<file path="config.mk">
export PLATFORM = sky130hd
export DESIGN_NAME = alu_operand_stage
export DESIGN_NICKNAME = d
export VERILOG_FILES = /design/src/rtl/alu_operand_stage.sv
export SDC_FILE = /design/constraint.sdc
export NUM_CORES = 1
export LEC_CHECK = 0
export CAP_MARGIN = 30
export CORE_MARGIN = 2
export CORE_UTILIZATION = 56
export CTS_CLUSTER_DIAMETER = 150
export DETAILED_ROUTE_END_ITERATION = 7
export HOLD_SLACK_MARGIN = 0.08
export PLACE_DENSITY = 0.88
export SETUP_SLACK_MARGIN = 0.1
export SLEW_MARGIN = 20
export SYNTH_ARGS = -nofsm -noshare
export SYNTH_HDL_FRONTEND = slang
export SYNTH_SLANG_ARGS = --single-unit
</file>
<file path="constraint.sdc">
create_clock -name clk -period 5.9 [get_ports clk]
set_input_delay 1.18 -clock clk [delete_from_list [all_inputs] [get_ports clk]]
set_output_delay 1.18 -clock clk [all_outputs]
set_load 0.05 [all_outputs]
</file>
<file path="src/rtl/alu_operand_stage.sv">
// ============================================================================
// Module   : alu_operand_stage
// Purpose  : Operand-fetch stage feeding the ALU: 8-entry register file,
//            execute latch with stall/flush, writeback of ALU result/flag.
//            Optional macro FWD_EN enables the operand bypass; without it a
//            one-bubble hazard interlock is used instead.
// Revision : 1.0 - initial release
// ============================================================================
`default_nettype none

module alu_operand_stage #(
    parameter int         DW      = 8,
    parameter int         NREG    = 8,
    parameter logic [3:0] NOP_CMD = 4'b1111
) (
    input  logic          clk,
    input  logic          rst_n,
    input  logic          in_valid,
    output logic          in_ready,
    input  logic [3:0]    in_cmd,
    input  logic [1:0]    in_rd_idx,
    input  logic [1:0]    in_rs_idx,
    input  logic [DW-1:0] in_imm,
    input  logic          in_use_imm,
    input  logic          in_wr_en,
    input  logic [2:0]    in_dest,
    input  logic          in_flag_wr,
    input  logic          ex_stall,
    input  logic          flush,
    output logic [3:0]    alu_cmd,
    output logic [DW-1:0] alu_a,
    output logic [DW-1:0] alu_b,
    output logic          alu_fin,
    output logic          ex_valid,
    input  logic [DW-1:0] alu_rslt,
    input  logic          alu_out,
    output logic [DW-1:0] dbg_r1
);

    logic [DW-1:0] r_regs [NREG];

    logic          r_ex_valid;
    logic [3:0]    r_ex_cmd;
    logic [DW-1:0] r_ex_a;
    logic [DW-1:0] r_ex_b;
    logic          r_ex_fin;
    logic          r_ex_wr_en;
    logic [2:0]    r_ex_dest;
    logic          r_ex_flag_wr;

    logic          w_wb;
    logic          w_accept;
    logic          w_hazard;
    logic [DW-1:0] w_regs_nx [NREG];
    logic [DW-1:0] w_src     [NREG];
    logic [DW-1:0] w_op_a;
    logic [DW-1:0] w_op_b;
    logic          w_op_fin;

    assign w_wb = r_ex_valid && !ex_stall;

    // Register file contents after this edge's writeback; flag write to R1 wins.
    always_comb begin
        for (int i = 0; i < NREG; i++) begin
            w_regs_nx[i] = r_regs[i];
            if (w_wb && r_ex_wr_en && (r_ex_dest == 3'(i))) begin
                w_regs_nx[i] = alu_rslt;
            end
            if (w_wb && r_ex_flag_wr && (i == 1)) begin
                w_regs_nx[i] = {{(DW-1){1'b0}}, alu_out};
            end
        end
    end

`ifdef FWD_EN
    // Reading the post-writeback view is the bypass.
    always_comb begin
        for (int i = 0; i < NREG; i++) begin
            w_src[i] = w_regs_nx[i];
        end
    end

    assign w_hazard = 1'b0;
`else
    logic w_hit_dest;

    always_comb begin
        for (int i = 0; i < NREG; i++) begin
            w_src[i] = r_regs[i];
        end
    end

    // R1 is always a source through f_in, so any flag write in EX is a hazard.
    assign w_hit_dest = r_ex_wr_en &&
                        ((r_ex_dest == {1'b1, in_rd_idx}) ||
                         (!in_use_imm && (r_ex_dest == {1'b0, in_rs_idx})) ||
                         (r_ex_dest == 3'd1));
    assign w_hazard   = r_ex_valid && (w_hit_dest || r_ex_flag_wr);
`endif

    assign in_ready = !ex_stall && !w_hazard;
    assign w_accept = in_valid && in_ready && !flush;

    assign w_op_a   = w_src[{1'b1, in_rd_idx}];
    assign w_op_b   = in_use_imm ? in_imm : w_src[{1'b0, in_rs_idx}];
    assign w_op_fin = w_src[1][0];

    always_ff @(posedge clk) begin
        if (!rst_n) begin
            for (int i = 0; i < NREG; i++) begin
                r_regs[i] <= '0;
            end
            r_ex_valid   <= 1'b0;
            r_ex_cmd     <= NOP_CMD;
            r_ex_a       <= '0;
            r_ex_b       <= '0;
            r_ex_fin     <= 1'b0;
            r_ex_wr_en   <= 1'b0;
            r_ex_dest    <= '0;
            r_ex_flag_wr <= 1'b0;
        end else if (!ex_stall) begin
            for (int i = 0; i < NREG; i++) begin
                r_regs[i] <= w_regs_nx[i];
            end
            if (w_accept) begin
                r_ex_valid   <= 1'b1;
                r_ex_cmd     <= in_cmd;
                r_ex_a       <= w_op_a;
                r_ex_b       <= w_op_b;
                r_ex_fin     <= w_op_fin;
                r_ex_wr_en   <= in_wr_en;
                r_ex_dest    <= in_dest;
                r_ex_flag_wr <= in_flag_wr;
            end else begin
                r_ex_valid   <= 1'b0;
                r_ex_cmd     <= NOP_CMD;
                r_ex_a       <= '0;
                r_ex_b       <= '0;
                r_ex_fin     <= 1'b0;
                r_ex_wr_en   <= 1'b0;
                r_ex_dest    <= '0;
                r_ex_flag_wr <= 1'b0;
            end
        end
    end

    assign ex_valid = r_ex_valid;
    assign alu_cmd  = r_ex_cmd;
    assign alu_a    = r_ex_a;
    assign alu_b    = r_ex_b;
    assign alu_fin  = r_ex_fin;
    assign dbg_r1   = r_regs[1];

endmodule

`default_nettype wire
</file>
Word-level counts from Yosys, hierarchy flattened --
Memory sizes are Yosys's and may differ from the RTL's. Index checks and enable logic that the tools add are counted.
Operators by class: bitwise logic cells 10, muxes and demuxes 36, $lt $le $gt $ge 2, reductions and logical operators 25, eq/ne operators 9
Operators with widths (count):
- 8-bit two-way mux | 24
- 8-bit binary-select mux with 3-bit select | 2
- 1-bit logical AND | 17
- 3-bit equality test (second input constant) | 4
- 4-bit greater-or-equal comparator (second input constant) | 2
- 1-bit two-way mux | 8
- 1-bit OR | 8
- 3-bit by 2-bit equality test with 1-bit output (second input constant) | 2
- 1-bit logical NOT | 4
- 4-bit two-way mux | 1
- 2-bit NOT with 4-bit output | 1
- 3-bit NOT with 4-bit output | 1
- 3-bit by 1-bit equality test with 1-bit output (second input constant) | 1
- 3-bit by 2-bit equality test with 1-bit output | 1
- 3-bit equality test | 1
- 3-bit logical NOT | 1
- 1-bit logical OR | 3
- 3-bit two-way mux | 1
Word-level totals: memories kept 1, output and inout port bits 31, register bits 27, logic and storage cells 91, input bits 36, memory bits (writable) 64
Memory list:
- r_regs | words 8, bits a word 8, rd ports 8, clocked after memory_dff 0, wr ports 8, RTL line 40 | logic [DW-1:0] r_regs [NREG];

Logic depth before layout (Yosys ltp) --
word-level depth 12, depth in mapped cells 6, mapped depth without buffers 4

Worst setup path before layout --
OpenSTA, ideal clock, no wires.
kind input -> output, start input in_use_imm, end output in_ready, buffers on the path 2, data required time 4.720 ns, stages 6, arrival 2.616 ns, setup slack 2.104 ns, cells stage by stage buf_6 > nand3b_4 > a211o_1 > a41oi_4 > buf_6 > nor2_1
Between the ends: word-level cells in the longest chain between the ends 9
RTL lines:
- start: declaration | RTL line 24 | input logic in_use_imm,
- 1-bit logical NOT | RTL line 96 | (!in_use_imm && (r_ex_dest == {1'b0, in_rs_idx})) ||
- 1-bit logical AND | RTL line 96
- 1-bit logical OR | RTL line 95 | ((r_ex_dest == {1'b1, in_rd_idx}) ||
- 1-bit logical OR | RTL line 96
- 1-bit logical AND | RTL line 94 | assign w_hit_dest = r_ex_wr_en &&
- 1-bit logical OR | RTL line 98 | assign w_hazard = r_ex_valid && (w_hit_dest || r_ex_flag_wr);
- 1-bit logical AND | RTL line 98
- 1-bit logical NOT | RTL line 101 | assign in_ready = !ex_stall && !w_hazard;
- 1-bit logical AND | RTL line 101
- end: declaration | RTL line 19 | output logic in_ready,
Every way passes these cells.

Worst setup path after layout --
Same ends and word-level chain as after synthesis.

==> results.py <==
metrics = {
    "final_layout": {
        "final_util": 0.710,
        "area_growth_pct": 22.2,
        "final_cells": 448,
        "diodes": 0,
        "fin_nets": 383,
        "drive_gt1_frac": 0.142,
    },
    "power": {
        "switching_share": 0.244,
        "switchingPower_uw": 319,
        "irDropWorstVdd_uv": 173,
        "p_leak_nw": 1.70,
        "share_comb_of_total_power": 0.121,
        "seqPwrFrac": 0.563,
        "p_per_area_nw_per_um2": 271,
        "p_int_uw": 989,
        "clkPwrFrac": 0.315,
    },
    "floorplanning": {
        "die_h_um": 87.9,
        "initial_core_util": 0.581,
        "rows": 30,
        "io_pins": 67,
        "core-area_um2": 6790,
        "die_area_um2": 7730,
        "chipWidth_um": 87.9,
    },
    "logic_synthesis": {
        "synthDistinctLibCells": 38,
        "synth_edf_count": 64,
        "yosysMostFrequentCell": "edfxtp_1",
        "synthArstFlopShare": 0,
        "seq_area_frac_synth": 0.624,
        "synth_top_cells_by_area": "edfxtp_1 (49%), dfxtp_1 (14%), mux4_2 (9.1%)",
        "ys_top_cells_by_count": "edfxtp_1 (64), nand2_1 (45), dfxtp_1 (27)",
        "ys.warnings.count": 0,
        "synth.net_count": 327,
        "dominantRegCellSynth": "edfxtp_1",
        "syn_avg_cell_area_um2": 13.6,
        "syn_inst": 291,
        "ys_ff_latch": 91,
        "netlist_area_um2": 3950,
        "synth_top_cell_area_share": 0.487,
        "yosysTopAreaCell": "edfxtp_1",
    },
    "clocking": {
        "cts_tree": "yes",
        "postCtsSetupBuffers": 0,
        "cts_buffers": 9,
        "cts_sinks": 91,
        "cts-resized-gates": 0,
        "clock_latency_ns": 0.36,
        "h-tree-depth": 3,
        "clockBufferDepth": 2,
        "root_buffer": "clkbuf_8",
        "hold_buffers": 0,
        "clkTransAtPathRegs_ns": 0.08,
    },
    "drt": {
        "wirelength_um": 8480,
        "wl_per_cell_um": 18.9,
        "vias": 2566,
        "viasPerCell": 5.73,
        "first_pass_iters": 4,
        "drt-initial-drc-count": 203,
        "drc_errors": 0,
        "postRouteAntennaNets": 0,
    },
    "critical_path": {
        "cp.arrival_ns": 3.56,
        "worstPathCellList": "clkdlybuf4s50_1, nand3b_4, a211o_1, a41oi_4, nor2_1, clkdlybuf4s50_1",
        "crit_required_ns": 4.72,
        "crit_path_max_fanout": 10,
        "end_kind": "output pin",
        "critPathSlowestCell": "clkdlybuf4s50_1",
        "start_kind": "input pin",
        "cp_slowest_stage_delay_ns": 0.71,
        "crit_family": "buffers and inverters",
        "path_common_cell": "clkdlybuf4s50_1",
        "setup.worst_path.class": "in -> out",
        "cp_num_buf_inv": 2,
    },
    "sta": {
        "max_slew_margin": 0.497,
        "post-route-min-period_ns": 4.74,
        "period_share": 0.803,
        "maxSlewViolCount": 0,
        "setup_viol": 0,
        "rsz0062_at_grt": "no",
        "tightest_slew_ns": 0.755,
        "fmax_mhz": 211,
        "fin_setup_tns_ns": 0,
        "clock_skew_ns": 0.00545,
        "finalHoldViolCount": 0,
    },
    "run_status": {
        "outcome": "finished clean",
    },
    "place": {
        "place.gp.congestion": 0.869,
        "io_buffer_count": 66,
        "placed_cells": 431,
        "hpwl_um": 6060,
    },
    "global_routing": {
        "grt_remaining_overflow": 0,
        "grt_use_total": 0.239,
        "grt_max_degree": 37,
        "grt_pass1_wl_um": 13400,
        "grt_pass1_vias": 2618,
        "antenna_found_initial": 0,
    },
    "min_path": {
        "min_path_type": "reg -> reg",
    },
    "flow_run": {
        "maxCapViolCount": 0,
    },
}
-- worst paths after layout --
kind	start	endpoint	slack [ns]	cells past startpoint
setup reg to reg	r_ex_dest[2]$_SDFFE_PN0N_	r_regs[0][39]$_DFFE_PP_	3.88	2
hold reg to reg	alu_fin$_SDFFE_PN0N_	alu_fin$_SDFFE_PN0N_	0.46	2
hold / removal	alu_fin$_SDFFE_PN0N_	alu_fin$_SDFFE_PN0N_	0.46	2
setup / recovery	in_use_imm	in_ready	1.16	6
-- state kept, by name, summed over array words and instances (netlist names) --
name / flops
alu_a: 8
alu_b: 8
alu_cmd: 4
alu_fin: 1
ex_valid: 1
r_ex_dest: 3
r_ex_flag_wr: 1
r_ex_wr_en: 1
r_regs: 64
-- kinds of logic (layout without fill, tap and decap cells) --
logic type,after synthesis,after routing,synth area share
buffers and inverters,42,103,0.0574
AND/OR/NAND/NOR,93,93,0.111
flip-flops,91,91,0.624
AO/OA/AOI/OAI,38,38,0.0891
multiplexers,25,25,0.114
XOR/XNOR,2,2,0.00444
-- cells in the final DEF, fill, tap and decap left out, drive strengths merged, types with 2 or more instances in the layout --
master,Yosys,layout
nor3,10,10
or3b,2,2
inv,10,10
o32a,3,3
nor2,17,17
clkbuf,13,10
buf,19,11
o31ai,12,12
clkinvlp,0,2
nand2,45,45
mux2i,9,9
o32ai,2,2
nand3,3,3
nand2b,4,4
clkdlybuf4s50,0,66
nor3b,2,2
dfxtp,27,27
o21ai,8,8
o41ai,9,9
clkinv,0,3
mux4,16,16
nand3b,2,2
edfxtp,64,64
and2,3,3
xnor2,2,2
-- metal layers --
layer  wire length (µm)  vias to the layer above  GRT usage  share of wire
met2               4200                      112      0.379           0.49
met3                600                       16     0.0716          0.071
met5                  0                        -          0              0
li1                   -                     1186          -              -
met1               3520                     1252      0.318           0.42
met4                159                        0     0.0811          0.019
-- power groups by stage --
stage | Clock (mW) | Sequential, mW | Combinational [mW]
finish | 0.413 | 0.737 | 0.159
global route | 0.449 | 0.740 | 0.170
CTS | 0.415 | 0.737 | 0.159
detailed placement | 0 | 0.751 | 0.158
global placement | 0 | 0.749 | 0.154
floorplan | 0 | 0.760 | 0.0898
-- stage by stage --
step / instance area (µm²) / power, mW / setup WS (ns) / hold slack [ns]
after CTS: 4810 / 1.31 / 1.15 / 0.457
after global placement: 4610 / 0.903 / 1.19 / 0.434
after floorplan: 3950 / 0.850 / 2.10 / 0.456
after global routing: 4820 / 1.36 / 1.07 / 0.489
after detailed placement: 4610 / 0.910 / 1.16 / 0.441
final: 4820 / 1.31 / 1.16 / 0.459
-- area by class of cell --
class | instances | area, µm²
clock buffer | 10 | 128
tap | 96 | 120
sequential | 91 | 2460
timing repair buffer | 77 | 751
clock inverter | 6 | 66.3
multi-input combinational | 158 | 1260
fill | 459 | 1970
inverter | 10 | 37.5
-- worst min-delay path: stages (launching register included) --
cell and delay [ns]:
dfxtp_1 0.32, nand2_1 0.05, o31ai_1 0.05
No activity file was read; power rests on OpenSTA's default activity.
